File: src/rtl/drop_turn_ctrl_if.sv
// drop_turn_ctrl_if: handshake bundle between the Connect4 move source and drop_turn_ctrl
// master drives start/drop_req/col_sel; slave (drop_turn_ctrl) drives turn, animation, commit and status outputs
interface drop_turn_ctrl_if;
  logic       start;
  logic       drop_req;
  logic [2:0] col_sel;
  logic       player;
  logic       drop_ack;
  logic       drop_reject;
  logic       anim_valid;
  logic [2:0] anim_row;
  logic [2:0] anim_col;
  logic       place_valid;
  logic [2:0] place_row;
  logic [2:0] place_col;
  logic       place_player;
  logic [3:0] time_left;
  logic       timeout;
  logic       board_full;
  logic       busy;
  modport master (
    output start, drop_req, col_sel,
    input  player, drop_ack, drop_reject, anim_valid, anim_row, anim_col,
           place_valid, place_row, place_col, place_player, time_left, timeout, board_full, busy
  );
  modport slave (
    input  start, drop_req, col_sel,
    output player, drop_ack, drop_reject, anim_valid, anim_row, anim_col,
           place_valid, place_row, place_col, place_player, time_left, timeout, board_full, busy
  );
endinterface

File: src/rtl/drop_turn_ctrl.sv
// drop_turn_ctrl: Connect4 turn arbiter with per-turn timeout and one-row-per-tick piece drop animation
// clk_in/rst: system clock and synchronous active-high reset
// bus (slave): start, drop_req, col_sel in; player, drop_ack, drop_reject, anim_*, place_*, time_left, timeout, board_full, busy out
module drop_turn_ctrl #(
  parameter int TICK_DIV   = 65000000,
  parameter int ROWS       = 6,
  parameter int COLS       = 7,
  parameter int TURN_TICKS = 10
) (
  input logic            clk_in,
  input logic            rst,
  drop_turn_ctrl_if.slave bus
);
  typedef enum logic [2:0] {IDLE, WAIT_MOVE, DROP, COMMIT, FULL} state_t;
  typedef struct packed {
    logic       player;
    logic       drop_ack;
    logic       drop_reject;
    logic       anim_valid;
    logic [2:0] anim_row;
    logic [2:0] anim_col;
    logic       place_valid;
    logic [2:0] place_row;
    logic [2:0] place_col;
    logic       place_player;
    logic [3:0] time_left;
    logic       timeout;
    logic       board_full;
  } out_t;
  state_t      state, state_n;
  out_t        o, o_n;
  logic [27:0] cnt, cnt_n;
  logic [3:0]  height [8];
  logic [3:0]  height_n [8];
  logic [6:0]  moves, moves_n;
  logic [2:0]  target, target_n;
  logic        tick, legal;
  assign tick = cnt == 28'(TICK_DIV - 1);
  // eight height entries so any 3-bit col_sel indexes safely; the COLS compare rejects the spare ones
  assign legal = ({1'b0, bus.col_sel} < 4'(COLS)) && (height[bus.col_sel] < 4'(ROWS));
  always_ff @(posedge clk_in)
    if (rst) begin
      state  <= IDLE;
      o      <= '0;
      cnt    <= '0;
      height <= '{default: '0};
      moves  <= '0;
      target <= '0;
    end else begin
      state  <= state_n;
      o      <= o_n;
      cnt    <= cnt_n;
      height <= height_n;
      moves  <= moves_n;
      target <= target_n;
    end
  always_comb begin
    state_n         = state;
    o_n             = o;
    o_n.drop_ack    = 1'b0;
    o_n.drop_reject = 1'b0;
    o_n.place_valid = 1'b0;
    o_n.timeout     = 1'b0;
    cnt_n           = tick ? '0 : cnt + 28'd1;
    height_n        = height;
    moves_n         = moves;
    target_n        = target;
    if ((state == IDLE || state == FULL) && bus.start) begin
      state_n        = WAIT_MOVE;
      cnt_n          = '0;
      height_n       = '{default: '0};
      moves_n        = '0;
      o_n.player     = 1'b0;
      o_n.time_left  = 4'(TURN_TICKS);
      o_n.board_full = 1'b0;
    end else if (state == WAIT_MOVE && bus.drop_req && legal) begin
      // a legal move beats an expiring tick in the same cycle; the timer freezes for the drop
      state_n        = DROP;
      cnt_n          = '0;
      target_n       = 3'(4'(ROWS - 1) - height[bus.col_sel]);
      o_n.drop_ack   = 1'b1;
      o_n.anim_valid = 1'b1;
      o_n.anim_row   = 3'd0;
      o_n.anim_col   = bus.col_sel;
    end else if (state == WAIT_MOVE) begin
      o_n.drop_reject = bus.drop_req;
      if (tick && o.time_left == 4'd1) begin
        o_n.timeout   = 1'b1;
        o_n.player    = ~o.player;
        o_n.time_left = 4'(TURN_TICKS);
      end else if (tick)
        o_n.time_left = o.time_left - 4'd1;
    end else if (state == DROP && tick) begin
      if (o.anim_row == target) begin
        state_n          = COMMIT;
        o_n.place_valid  = 1'b1;
        o_n.place_row    = target;
        o_n.place_col    = o.anim_col;
        o_n.place_player = o.player;
      end else
        o_n.anim_row = o.anim_row + 3'd1;
    end else if (state == COMMIT) begin
      height_n[o.anim_col] = height[o.anim_col] + 4'd1;
      moves_n              = moves + 7'd1;
      o_n.anim_valid       = 1'b0;
      if (moves_n == 7'(ROWS * COLS)) begin
        state_n        = FULL;
        o_n.board_full = 1'b1;
      end else begin
        state_n       = WAIT_MOVE;
        cnt_n         = '0;
        o_n.player    = ~o.player;
        o_n.time_left = 4'(TURN_TICKS);
      end
    end
  end
  assign bus.player       = o.player;
  assign bus.drop_ack     = o.drop_ack;
  assign bus.drop_reject  = o.drop_reject;
  assign bus.anim_valid   = o.anim_valid;
  assign bus.anim_row     = o.anim_row;
  assign bus.anim_col     = o.anim_col;
  assign bus.place_valid  = o.place_valid;
  assign bus.place_row    = o.place_row;
  assign bus.place_col    = o.place_col;
  assign bus.place_player = o.place_player;
  assign bus.time_left    = o.time_left;
  assign bus.timeout      = o.timeout;
  assign bus.board_full   = o.board_full;
  assign bus.busy         = state == DROP || state == COMMIT;
endmodule

File: src/flat_wrapper.sv
// flat-port wrapper written by rule: the top's interface ports become plain ports
module drop_turn_ctrl_flat 
#(
  parameter int TICK_DIV   = 65000000,
  parameter int ROWS       = 6,
  parameter int COLS       = 7,
  parameter int TURN_TICKS = 10
)
  (clk_in, rst, bus_start, bus_drop_req, bus_col_sel, bus_player, bus_drop_ack, bus_drop_reject, bus_anim_valid, bus_anim_row, bus_anim_col, bus_place_valid, bus_place_row, bus_place_col, bus_place_player, bus_time_left, bus_timeout, bus_board_full, bus_busy);
  drop_turn_ctrl_if bus_i ();
  input logic clk_in;
  input logic rst;
  input wire logic [$bits(bus_i.start)-1:0] bus_start;
  input wire logic [$bits(bus_i.drop_req)-1:0] bus_drop_req;
  input wire logic [$bits(bus_i.col_sel)-1:0] bus_col_sel;
  output wire logic [$bits(bus_i.player)-1:0] bus_player;
  output wire logic [$bits(bus_i.drop_ack)-1:0] bus_drop_ack;
  output wire logic [$bits(bus_i.drop_reject)-1:0] bus_drop_reject;
  output wire logic [$bits(bus_i.anim_valid)-1:0] bus_anim_valid;
  output wire logic [$bits(bus_i.anim_row)-1:0] bus_anim_row;
  output wire logic [$bits(bus_i.anim_col)-1:0] bus_anim_col;
  output wire logic [$bits(bus_i.place_valid)-1:0] bus_place_valid;
  output wire logic [$bits(bus_i.place_row)-1:0] bus_place_row;
  output wire logic [$bits(bus_i.place_col)-1:0] bus_place_col;
  output wire logic [$bits(bus_i.place_player)-1:0] bus_place_player;
  output wire logic [$bits(bus_i.time_left)-1:0] bus_time_left;
  output wire logic [$bits(bus_i.timeout)-1:0] bus_timeout;
  output wire logic [$bits(bus_i.board_full)-1:0] bus_board_full;
  output wire logic [$bits(bus_i.busy)-1:0] bus_busy;
  assign bus_i.start = bus_start;
  assign bus_i.drop_req = bus_drop_req;
  assign bus_i.col_sel = bus_col_sel;
  assign bus_player = bus_i.player;
  assign bus_drop_ack = bus_i.drop_ack;
  assign bus_drop_reject = bus_i.drop_reject;
  assign bus_anim_valid = bus_i.anim_valid;
  assign bus_anim_row = bus_i.anim_row;
  assign bus_anim_col = bus_i.anim_col;
  assign bus_place_valid = bus_i.place_valid;
  assign bus_place_row = bus_i.place_row;
  assign bus_place_col = bus_i.place_col;
  assign bus_place_player = bus_i.place_player;
  assign bus_time_left = bus_i.time_left;
  assign bus_timeout = bus_i.timeout;
  assign bus_board_full = bus_i.board_full;
  assign bus_busy = bus_i.busy;
  drop_turn_ctrl #(.TICK_DIV(TICK_DIV), .ROWS(ROWS), .COLS(COLS), .TURN_TICKS(TURN_TICKS)) u_core (.clk_in(clk_in), .rst(rst), .bus(bus_i));
endmodule
File: config.mk
export PLATFORM = sky130hd
export DESIGN_NAME = drop_turn_ctrl_flat
export DESIGN_NICKNAME = d
export VERILOG_FILES = /design/src/rtl/drop_turn_ctrl_if.sv /design/src/rtl/drop_turn_ctrl.sv /design/src/flat_wrapper.sv
export SDC_FILE = /design/constraint.sdc
export NUM_CORES = 1
export LEC_CHECK = 0
export CAP_MARGIN = 40
export CELL_PAD_IN_SITES_DETAIL_PLACEMENT = 2
export CELL_PAD_IN_SITES_GLOBAL_PLACEMENT = 2
export CORE_UTILIZATION = 34
export DETAILED_ROUTE_END_ITERATION = 16
export GPL_TIMING_DRIVEN = 0
export PLACE_DENSITY_LB_ADDON = 0.1
export SKIP_CTS_REPAIR_TIMING = 1
export SLEW_MARGIN = 15
export SYNTH_ARGS = -nofsm -noshare
export SYNTH_HDL_FRONTEND = slang
export SYNTH_SLANG_ARGS = --single-unit
File: constraint.sdc
create_clock -name clk_in -period 2.74 [get_ports clk_in]
set_input_delay 0.685 -clock clk_in [delete_from_list [all_inputs] [get_ports clk_in]]
set_output_delay 0.685 -clock clk_in [all_outputs]
set_load 0.05 [all_outputs]
## Word-level counts from Yosys, hierarchy flattened

Index checks and enable logic that the tools add are counted.

- Word-level logic and storage cells: 150
- Bits of input ports: 7
- Flip-flop bits (word level): 97

- Bitwise logic cells: 7
- $add $sub $neg: 6
- Reduce and logical (&&, ||, !) cells: 33
- Eq/ne operators: 23
- $lt $le $gt $ge: 5
- Muxes and demuxes: 48

Operator list:

| operator | number |
|---|---|
| $mux 28 | 5 |
| $mux 4 | 14 |
| $bwmux 32 | 1 |
| $add 28x1->28 const B | 1 |
| $eq 28x26->1 const B | 1 |
| $reduce_and 5->1 | 5 |
| $bmux 4 s3 | 2 |
| $mux 3 | 6 |
| $mux 1 | 15 |
| $demux 4 s3 | 1 |
| $reduce_and 4->1 | 3 |
| $ne 2x1->1 const B | 5 |
| $ne 3x2->1 const B | 3 |
| $reduce_and 3->1 | 3 |
| $ge 4x4->1 const B | 2 |
| $mux 8 | 1 |
| $ne 4x2->1 const B | 2 |
| $not 3->4 | 2 |
| $reduce_bool 2->1 | 4 |
| $add 7x1->7 const B | 1 |
| $eq 7x6->1 const B | 1 |
| $logic_and 1x1->1 | 7 |
| $eq 3x2->1 const B | 2 |
| $mux 6 | 1 |
| other kinds (24) | 34 |

## Logic depth before layout (Yosys ltp)

Gate-level depths: netlist of the first run.

- Word-level depth: 9
- Gate-level depth with buffers: 9
- Depth with buffers taken out: 7

## Worst setup path after synthesis of the first run

Ideal clock, no wire load.

- Path type: register to register
- Start: reg u_core.o, in the netlist u_core.bus.anim_col[0]
- End: reg u_core.height[6] (netlist bit)
- Data required time: 2.675 ns
- Arrival: 2.804 ns
- Cell stages (with the launch flop): 9
- Path slack: -0.130 ns
- Clock period less this slack: 2.870 ns
- Cells stage by stage: dfxtp_1 > clkbuf_1 > mux4_2 > mux2i_1 > inv_1 > ha_1 > xnor2_1 > mux2i_1 > nor2_1

- Cells in the longest elaborated chain, start to end: 6
- Elaborated cells between the ends (all ways): 11
- Those cells by class: add/sub (1); order compare (2); mux (6); bitwise (1); reduce/logical (1)

Ends and longest elaborated chain:

| element | line | source |
|---|---|---|
| start, declared | drop_turn_ctrl.sv:31 | `out_t o, o_n;` |
| start signal, assigned | drop_turn_ctrl.sv:51 | `o <= o_n;` |
| $not 3->4 (implied by the code) * | drop_turn_ctrl.sv:103 | `height_n[o.anim_col] = height[o.anim_col] + 4'd1;` |
| $bmux 4 s3 (tied with other cells) | drop_turn_ctrl.sv:103 |  |
| $mux 4 (implied by the code) / $logic_and 1x1->1 (equally long branches) | drop_turn_ctrl.sv:103 |  |
| $mux 4 (implied by the code) | drop_turn_ctrl.sv:103 |  |
| $add 4x1->4 / $demux 4 s3 (equally long branches) | drop_turn_ctrl.sv:103 |  |
| $bwmux 32 * | drop_turn_ctrl.sv:103 |  |
| end signal, assigned | drop_turn_ctrl.sv:53 | `height <= height_n;` |
| end, declared | drop_turn_ctrl.sv:33 | `logic [3:0] height [8];` |

Mark *: on every way between the ends. The rest lies on a longest branch, timed or not. The select of a mux whose other input is x is not followed.
A chain may end at the register's enable or synchronous reset.

## Worst setup path in the final report of the first run

- Start: reg u_core.cnt[0]
- End: reg u_core.o, in the netlist u_core.bus.place_row[1]

- Cells in the longest elaborated chain, start to end: 3

Ends and longest elaborated chain:

| element | line | source |
|---|---|---|
| start, declared | drop_turn_ctrl.sv:32 | `logic [27:0] cnt, cnt_n;` |
| start signal, assigned | drop_turn_ctrl.sv:52 | `cnt <= cnt_n;` |
| $eq 28x26->1 | drop_turn_ctrl.sv:38 | `assign tick = cnt == 28'(TICK_DIV - 1);` |
| $logic_and 1x1->1 | drop_turn_ctrl.sv:93 | `end else if (state == DROP && tick) begin` |
| $reduce_and 5->1 (no source line) | - |  |

No other way between the ends.

==> run metrics, run 1 <==
multi-input logic area 2700 µm²; Net Switching 761 µW; CP endpoint kind flip-flop; die extent in y about 120 µm; vias in the first global route approximately 4200; FF+latch area ~2000 µm²; initial drt markers 143; R2R depth 9; Worst EP required 2.96 ns; clk_skew 0.0106 ns; row cnt 42; mean area per synthesized cell 9.35 µm²; 1st-pass router iterations 4; post-synthesis cell area 4780 µm²; initial antenna violation count 0; share of cells above drive strength 1 roughly an eighth; fin util 42.1%; Reg clk slew, reported paths roughly 0.070 ns; number of flops mapped to enable cells by yosys 0; M1 WL 6180 µm; first-pass GRT wire length 22700 µm; RSZ-0062 raised after global routing false; fin. max-slew vios 0; Synth Register Bits between 90 and 100; Clock Power Share 45.2%; Async SR Flop Fraction 0%; Period minus WS final around 2.6 ns; met2 wire length approximately 6800 µm; overall global routing resource usage 20.3%; Slew Limit Headroom 47.2%; Core ar. 13500 µm²; Top-Level Pins 32; Tcrit/Tclk final 95.0%; clock latency on the worst-skew pair 0.36 ns; ant diodes 0; post-route ant nets 0; pwr dens ~550 nW/µm²; Logic pwr share roughly 8%; Worst Path Arrival 2.82 ns; DIE AREA 14500 µm²; routability cong. 0.751; highest layer used for signal routing met4; Switching Fraction 24.6%; fmax 384 MHz; min-delay worst type reg2reg; Hold Path Depth 1; final setup vio count 0; Synthesized Nets 525; CTS tree done; vias per cell between 5 and 6; Remaining Overflow, GRT 0; Die X 121 µm; Routed wire per std cell 18.4 µm; Post-DP HPWL roughly 10000 µm; largest buffer count on any clock path 2; crit start category flip-flop; DRC 0; drt total wl between 10000 and 15000 µm; number of fill cells in the layout approximately 1500; Internal around 2300 µW; crit path kind reg2reg; Synth Instances ~500; Starting Density between 30% and 40%; Syn. warnings 0; final hold violations 0; met3 routed WL roughly 380 µm; Setup TNS 0 ns; Area Growth Syn to Fin 18.6%; Main synth FF type dfxtp_1; Num CTS Buffers 9; clk sinks 97; leakage power 0.00208 µW; I/O Buffers 28; peak supply drop around 0.29 mV; worst-margin pin slew 0.786 ns; crit path max fanout 7; Final nets 565; Root Buffer clkbuf_16; Max Cap Viol 0; largest net degree at the start of global routing 17; sequential element share of the synthesized area 40.6%; routed vias 3882; run status complete, no violations; synth unique cells 48; sequential share of power 46.6%; CTS H-tree depth 3
[logic make-up after synthesis]
group                    after synthesis  share of synthesized area (%)
adder cells (fa/ha/maj)                7                           1.83
AO/OA/AOI/OAI                         49                           7.12
flip-flops                            97                           40.6
buffers and inverters                 37                           3.69
XOR/XNOR                              38                           6.97
AND/OR/NAND/NOR                      230                           25.0
multiplexers                          53                           14.8
[final timing paths]
path                               startpoint                       to  slack, ns
worst max-delay path            u_core.cnt[0]  u_core.bus.place_row[1]       0.14
worst max register to register  u_core.cnt[0]  u_core.bus.place_row[1]       0.14
worst min register to register  u_core.cnt[0]            u_core.cnt[0]       0.44
worst min-delay path            u_core.cnt[0]            u_core.cnt[0]       0.44
[through the flow]
step                      power [µW]  cells  setup slack (ns)  hold slack, ns  area (µm²)
after floorplan                 1650    511            0.0261           0.435        4780
after global placement          1730    715            -0.558           0.448        5280
after detailed placement        1730    716            -0.669           0.470        5290
after CTS                       3150    732            -0.671           0.491        5610
after global routing            3230    732            0.0219           0.469        5670
final                           3100    732             0.137           0.441        5670
[worst max-delay path, cell delays in order (launching register included)]
cell	delay (ns)
dfxtp_2	0.36
ha_2	0.23
and4_4	0.28
nand4_1	0.20
or2_1	0.28
clkbuf_1	0.16
or4_1	0.51
buf_2	0.23
mux2i_1	0.17
nor2_1	0.06
[registers in the layout (all words and copies together) (netlist names), 3 cells and up]
signal,count
u_core.moves,7
u_core.cnt,28
u_core.bus.place_row,3
u_core.bus.anim_col,3
u_core.bus.anim_row,3
u_core.height,32
u_core.bus.time_left,4
u_core.bus.place_col,3
u_core.state,3
u_core.target,3
[synthesized netlist by cell type, types with 3 or more instances]
| cell type | instances | area [µm²] |
|---|---|---|
| nand3b_1 | 3 | 22.5 |
| and2_1 | 7 | 43.8 |
| nand3_1 | 24 | 120 |
| nor3_1 | 9 | 45.0 |
| dfxtp_1 | 97 | 1940 |
| or4_1 | 5 | 37.5 |
| nor2_4 | 8 | 90.1 |
| mux4_2 | 14 | 315 |
| nor2_1 | 82 | 308 |
| xor2_1 | 23 | 201 |
| and3_1 | 7 | 43.8 |
| a21oi_1 | 17 | 85.1 |
| xnor2_1 | 15 | 131 |
| nand4_1 | 14 | 87.6 |
| nor2_2 | 3 | 18.8 |
| a211oi_1 | 4 | 30.0 |
| mux2i_1 | 39 | 390 |
| buf_2 | 3 | 15.0 |
| buf_6 | 4 | 45.0 |
| inv_1 | 12 | 45.0 |
| nand2b_1 | 5 | 31.3 |
| o21ai_0 | 9 | 45.0 |
| and4_1 | 7 | 61.3 |
| o21ai_1 | 6 | 30.0 |
| or3_1 | 5 | 31.3 |
| ha_1 | 7 | 87.6 |
| nor4b_1 | 4 | 35.0 |
| clkbuf_1 | 15 | 56.3 |
| nand2_1 | 37 | 139 |
[placed cells by master (no fill, tap or decap), drive strengths merged, types with 3 or more instances in the layout]
master         count
dfxtp             97
or4                5
ha                 7
nand3             24
clkdlybuf4s50     27
a21oi             17
nand2             38
nand2b             6
clkbuf            26
inv               13
mux2i             39
and3               7
nand3b             3
nor2              93
mux4              14
o21ai             15
a211oi             6
or3                5
and2               7
buf               10
xor2              23
nor4b              4
nand4             14
and4               7
xnor2             15
nor3               9
[power by group through the flow]
| stage | Combinational, µW | Sequential (µW) | Clock, µW |
|---|---|---|---|
| after detailed placement | 258 | 1480 | 0 |
| after CTS | 261 | 1440 | 1450 |
| after global routing | 276 | 1450 | 1500 |
| after global placement | 253 | 1470 | 0 |
| after floorplan | 147 | 1500 | 0 |
| final | 254 | 1450 | 1400 |
[metal layers]
layer  vias up  global-route usage, %
li1       1872                      -
met1      1955                   25.4
met2        42                   35.3
met3        13                   4.15
met4         0                   5.40
met5         -                      0
[layout make-up]
type	instances	area share, %
buffer	24	2.30
clock buffer	10	4.22
clock inverter	6	1.59
inverter	12	0.795
multi-input combinational	377	47.7
sequential	97	34.3
tap	176	3.89
timing repair buffer	30	5.21
No activity file was read; power rests on OpenSTA's default activity.
==> run 2, diff against run 1 <==
- CORE_UTILIZATION: 34 -> 40
- GPL_ROUTABILITY_DRIVEN: unset -> 0
- clock period: 2.74 -> 3.2 ns (I/O delays scaled with it)
==> run 2 against run 1 <==
Net effect: the run now ends with DRC left; global-route usage is 3.0 points higher; first-iteration DRC count is 20% lower; cell count is 4.8% lower; clock skew is 0.0045 ns lower; via count is 0.39% lower; final area is 2.8% lower; sequential share of layout area is 0.92 points higher; maximum frequency is 5.8% lower; die area is 15% lower; register-to-register slack better by 0.30 ns.
==> run metrics, run 2 (same netlist as run 1, synthesis figures left out) <==
run status finished with violations (was complete, no violations); failing checks DRC; Max Cap Viol 0 (unchanged); Tcrit/Tclk final 86.4% (was 95.0%); Design Area, Final 5510 µm² (was 5670 µm²); vias in the first global route 4227 (was 4223); commonest non-fill, non-tap cells in the layout dfxtp_1, nor2_1, mux2i_1, nand2_1, clkdlybuf4s50_1 (unchanged); Hold Path Depth 2 (was 1); RR Startpoint u_core.bus.anim_col[0] (was u_core.cnt[0]); initial drt markers 114 (was 143); 1st-pass router iterations 10 (was 4); crit path kind reg2reg (unchanged); CTS H-tree depth 3 (unchanged); FF+latch area 1940 µm² (was 1950 µm²); clock latency on the worst-skew pair 0.35 ns (was 0.36 ns); largest net degree at the start of global routing 14 (was 17); Period minus WS final 2.76 ns (was 2.60 ns); fmax 362 MHz (was 384 MHz); fin. max-slew vios 0 (unchanged); row cnt 39 (was 42); clk sinks 97 (unchanged); DP Area 5240 µm² (was 5290 µm²); peak supply drop 0.211 mV (was 0.291 mV); Pwr Total 2450 µW (was 3100 µW); crit start category flip-flop (unchanged); worst-margin pin slew 0.809 ns (was 0.786 ns); Core ar. 11500 µm² (was 13500 µm²); overall global routing resource usage 23.3% (was 20.3%); crit path launch u_core.bus.anim_col[0] (was u_core.cnt[0]); Die X 111 µm (was 121 µm); largest registers u_core.height: 32 flops, u_core.cnt: 28 flops, u_core.moves: 7 flops (unchanged); Final Non-Filler Cells 697 (was 732); crit path max fanout 8 (was 7); multi-input logic area 2670 µm² (was 2700 µm²); Inst Count DP 683 (was 716); CTS tree done (unchanged); Area Growth Syn to Fin 15.3% (was 18.6%); Routed wire per std cell 19.4 µm (was 18.4 µm); commonest non-fill, non-tap cell in the layout dfxtp_1 (unchanged); final hold violations 0 (unchanged); Num CTS Buffers 9 (unchanged); critical path's slowest cell mux4_2 (was or4_1); routed vias 3867 (was 3882); first-pass GRT wire length 22300 µm (was 22700 µm); leakage power 0.00201 µW (was 0.00208 µW); Reg clk slew, reported paths 0.06 ns (was 0.07 ns); drt total wl 13500 µm (about the same); Top-Level Pins 32 (unchanged); DIE AREA 12400 µm² (was 14500 µm²); Remaining Overflow, GRT 0 (unchanged); Post-DP HPWL 9770 µm (was 9990 µm); Worst Path Arrival 3.05 ns (was 2.82 ns); Root Buffer clkbuf_16 (unchanged); pwr dens 445 nW/µm² (was 547 nW/µm²); slowest stage delay, CP 0.57 ns (was 0.51 ns); Critical Path, Cell by Cell mux4_2 > mux2i_2 > inv_1 > ha_1 > xnor2_2 > mux2i_1 > nor2_1 (was ha_2 > and4_4 > nand4_1 > or2_1 > clkbuf_1 > or4_1 > buf_2 > mux2i_1 > nor2_1); Worst EP required 3.49 ns (was 2.96 ns); die extent in y 111 µm (was 121 µm); number of fill cells in the layout 1274 (was 1488); RSZ-0062 raised after global routing false (unchanged); final setup vio count 0 (unchanged); I/O Buffers 28 (unchanged); post-route ant nets 0 (unchanged); DRC 8 (was 0); Final nets 564 (was 565); Largest Register u_core.height (unchanged); ant diodes 0 (unchanged); Hold Startpoint u_core.height[3] (was u_core.cnt[0]); Largest register FFs 32 (unchanged); min-delay worst type reg2reg (unchanged); vias per cell 5.55 (was 5.30); R2R depth 7 (was 9); largest buffer count on any clock path 2 (unchanged); initial antenna violation count 0 (unchanged); clk_skew 0.00610 ns (was 0.0106 ns); Slew Limit Headroom 45.7% (was 47.2%); Starting Density 41.5% (was 35.5%); CP endpoint kind flip-flop (unchanged); share of cells above drive strength 1 9.75% (was 12.6%)
-- run 2: layout make-up --
| class | count | area share (%) |
|---|---|---|
| Sequential cell | 97 | 35.3 |
| Tap cell | 143 | 3.25 |
| Buffer | 24 | 2.34 |
| Multi-Input combinational cell | 377 | 48.5 |
| Inverter | 12 | 0.818 |
| Timing Repair Buffer | 29 | 5.18 |
| Clock buffer | 15 | 4.68 |
-- run 2: critical path: cells and delay by family, from the launching register on --
kind / cells / cell delay, ns
xor gates and xnor gates: 1 / 0.42
adders and majority gates: 1 / 0.27
buffers and inverters: 1 / 0.17
DFF: 1 / 0.56
muxes: 3 / 1.17
and+or+nand+nor: 1 / 0.11
-- run 2: path summary, 6_finish.rpt --
path,end,slack [ns]
worst max-delay path,u_core.height[2],0.44
worst min-delay path,u_core.height[3],0.49
worst max register to register,u_core.height[2],0.44
worst min register to register,u_core.height[3],0.49
-- run 2: per-layer routing --
metal / part of all wire [%] / wire [µm] / GRT usage (%)
met1: 47 / 6330 / 29.7
met2: 49 / 6630 / 39.7
met3: 1.8 / 250 / 2.95
met4: 2.3 / 315 / 9.73
met5: 0 / 0 / 0
-- run 2: per-stage QoR --
stage / hold slack [ns] / util (%) / worst slack (ns) / TNS, ns
after floorplan: 0.435 / - / 0.330 / 0
after global placement: 0.454 / 45.5 / -0.0512 / -0.335
after detailed placement: 0.479 / 45.5 / -0.213 / -1.25
after CTS: 0.487 / 47.8 / -0.252 / -1.60
after global routing: 0.507 / 47.8 / 0.167 / 0
final: 0.487 / 47.8 / 0.436 / 0
-- run 2: power by group --
| group | switching, µW | internal [µW] |
|---|---|---|
| clock | 445 | 546 |
| combinational | 147 | 71.8 |
| sequential | 17.1 | 1220 |
==> run 3, diff against run 2 <==
- ABC_AREA: unset -> 1
- CORE_UTILIZATION: 40 -> 36
- REMOVE_ABC_BUFFERS: unset -> 1
==> run 3 against run 2 <==
Net effect: the flow now finishes without violations; count of clock-buffer cells in the layout fell by 2; die area rose by 21%; first-iteration DRC count rose by 47%; maximum frequency fell by 1.9%; sequential power barely moved; synthesized cell count rose by 52%; non-clock buffer count fell by 22; utilization fell by 5.2 points; cell count rose by 42%; critical path depth rose by 4; hold slack got worse by 0.033 ns; clock skew rose by 0.0013 ns; critical endpoint is now u_core.height[30]; highest routed layer unchanged.
==> run metrics, run 3 <==
first-pass GRT wire length 28700 µm (was 22300 µm); number of fill cells in the layout 1740 (was 1274); I/O Buffers 31 (was 28); leakage power 0.00262 µW (was 0.00201 µW); Num CTS Buffers 9 (unchanged); final hold violations 0 (unchanged); synth unique cells 40 (was 48); fin. max-slew vios 0 (unchanged); crit start category flip-flop (unchanged); area leader, netlist dfxtp_1 (unchanged); Setup TNS 0 ns (unchanged); run status complete, no violations (was finished with violations); Largest register FFs 32 (unchanged); Root Buffer clkbuf_16 (unchanged); Starting Density 37.2% (was 41.5%); Die X 123 µm (was 111 µm); RSZ-0062 raised after global routing false (unchanged); largest registers u_core.height: 32 flops, u_core.cnt: 28 flops, u_core.moves: 7 flops (unchanged); share of cells above drive strength 1 5.57% (was 9.75%); CP top delay family flip-flops (was multiplexers); Synth Register Bits 97 (unchanged); Post-DP HPWL 13100 µm (was 9770 µm); WHS 0.454 ns (was 0.487 ns); Synth Instances 779 (was 511); final setup vio count 0 (unchanged); CP endpoint kind flip-flop (unchanged); Area Growth Syn to Fin 14.6% (was 15.3%); pwr dens 460 nW/µm² (was 445 nW/µm²); clock latency on the worst-skew pair 0.36 ns (was 0.35 ns); ant diodes 0 (unchanged); Period minus WS final 2.82 ns (was 2.76 ns); CTS H-tree depth 3 (unchanged); post-route ant nets 0 (unchanged); FF+latch area 1940 µm² (about the same); critical path's slowest cell dfxtp_1 (was mux4_2); DIE AREA 15000 µm² (was 12400 µm²); post-synthesis cell area 5230 µm² (was 4780 µm²); Synth top cells by count nand2_1, inv_1, dfxtp_1, nor2_1, o21ai_0 (was dfxtp_1, nor2_1, mux2i_1, nand2_1, nand3_1); routed vias 5164 (was 3867); fmax 355 MHz (was 362 MHz); Critical Path, Cell by Cell inv_1 > nand3_1 > inv_1 > nand2_1 > nand2_1 > nor2_1 > nand2_1 > ha_1 > xor2_1 > o21ai_0 > inv_1 (was mux4_2 > mux2i_2 > inv_1 > ha_1 > xnor2_2 > mux2i_1 > nor2_1); vias in the first global route 5726 (was 4227); commonest non-fill, non-tap cell in the layout nand2_1 (was dfxtp_1); count leader, synth nand2_1 (was dfxtp_1); number of flops mapped to enable cells by yosys 0 (unchanged); M1 WL 7830 µm (was 6330 µm); multi-input logic area 2640 µm² (was 2670 µm²); initial drt markers 168 (was 114); Slew Limit Headroom 46.4% (was 45.7%); Worst EP required 3.50 ns (was 3.49 ns); Worst Path Arrival 3.12 ns (was 3.05 ns); overall global routing resource usage 25.0% (was 23.3%); die extent in y 123 µm (was 111 µm); setup ws final 0.382 ns (was 0.436 ns); CTS tree done (unchanged); pre-CTS setup slack -0.452 ns (was -0.213 ns); min-delay worst type reg2reg (unchanged); crit path kind reg2reg (unchanged); Async SR Flop Fraction 0% (unchanged); clk sinks 97 (unchanged); mean area per synthesized cell 6.71 µm² (was 9.35 µm²); met3 routed WL 355 µm (was 250 µm); initial antenna violation count 0 (unchanged); Tcrit/Tclk final 88.1% (was 86.4%); Largest Register u_core.height (unchanged); row cnt 43 (was 39); DRC 0 (was 8); commonest non-fill, non-tap cells in the layout nand2_1, inv_1, dfxtp_1, nor2_1, o21ai_0 (was dfxtp_1, nor2_1, mux2i_1, nand2_1, clkdlybuf4s50_1); crit path max fanout 13 (was 8); sequential element share of the synthesized area 37.1% (was 40.6%); Syn. warnings 0 (unchanged); Remaining Overflow, GRT 0 (unchanged); post-synth top area share 37.1% (was 40.6%); peak supply drop 0.248 mV (was 0.211 mV); Final nets 818 (was 564); largest buffer count on any clock path 2 (unchanged); Routed wire per std cell 17.8 µm (was 19.4 µm); largest net degree at the start of global routing 29 (was 14); highest layer used for signal routing met4 (unchanged); slowest stage delay, CP 0.70 ns (was 0.57 ns); clk_skew 0.00742 ns (was 0.00610 ns); dominant cells by area after synthesis dfxtp_1, nand2_1, inv_1 (was dfxtp_1, mux2i_1, mux4_2); vias per cell 5.23 (was 5.55); Worst Path Buf+Inv 3 (was 1); 1st-pass router iterations 4 (was 10); worst-margin pin slew 0.802 ns (was 0.809 ns); Max Cap Viol 0 (unchanged); fin util 42.7% (was 47.8%); Reg clk slew, reported paths 0.07 ns (was 0.06 ns); Main synth FF type dfxtp_1 (unchanged); Core ar. 14000 µm² (was 11500 µm²); Top-Level Pins 32 (unchanged); met2 wire length 8920 µm (was 6630 µm); drt total wl 17600 µm (was 13500 µm)
==> run 3: logic make-up (layout without fill, tap and decap cells) <==
logic type	Yosys count	in the layout	synth area share (%)
DFF	97	97	37.1
AOI/OAI and AO/OA	126	126	12.7
buffers and inverters	158	187	12.4
and+or+nand+nor	369	369	32.4
xor gates and xnor gates	22	22	3.69
adders and majority gates	7	7	1.67
==> run 3: metrics by stage <==
stage,total power [µW],instances,area (µm²)
global placement,1530,973,5650
floorplan,1440,762,5110
finish,2760,988,5990
CTS,2780,988,5990
global route,2860,988,5990
detailed placement,1550,973,5660
==> run 3: path summary, 6_finish.rpt <==
path	from	to	slack, ns	cells after the start
worst max-delay path	u_core.bus.anim_col[1]	u_core.height[30]	0.38	11
worst min-delay path	u_core.bus.place_row[2]	u_core.bus.place_row[2]	0.45	2
worst max register to register	u_core.bus.anim_col[1]	u_core.height[30]	0.38	11
worst min register to register	u_core.bus.place_row[2]	u_core.bus.place_row[2]	0.45	2
==> run 3: layout make-up <==
class	count	share of cell area, %
Clock inverter	2	1.00
Clock buffer	13	4.51
Tap cell	180	3.76
Timing Repair Buffer	31	5.26
Inverter	141	8.96
Multi-Input combinational cell	524	44.1
Sequential cell	97	32.4
==> run 3: metal layers <==
| metal | track usage [%] | vias to the layer above |
|---|---|---|
| met4 | 10.7 | 0 |
| li1 | - | 2546 |
| met3 | 3.44 | 26 |
| met5 | 0 | - |
| met1 | 28.6 | 2537 |
| met2 | 45.9 | 55 |
==> run 3: worst register-to-register path: cells and delay by family, from the launching register on <==
family | cells | cell delay (ns)
adder cells (fa/ha/maj) | 1 | 0.22
AND/OR/NAND/NOR | 5 | 0.63
AO/OA/AOI/OAI | 1 | 0.17
flip-flops | 1 | 0.70
XOR/XNOR | 1 | 0.57
buffers and inverters | 3 | 0.46
==> run 3: power breakdown <==
part	internal (µW)	switching [µW]	total, µW
Sequential	1220	21.3	1250
Combinational	74.9	199	274
Clock	746	491	1240
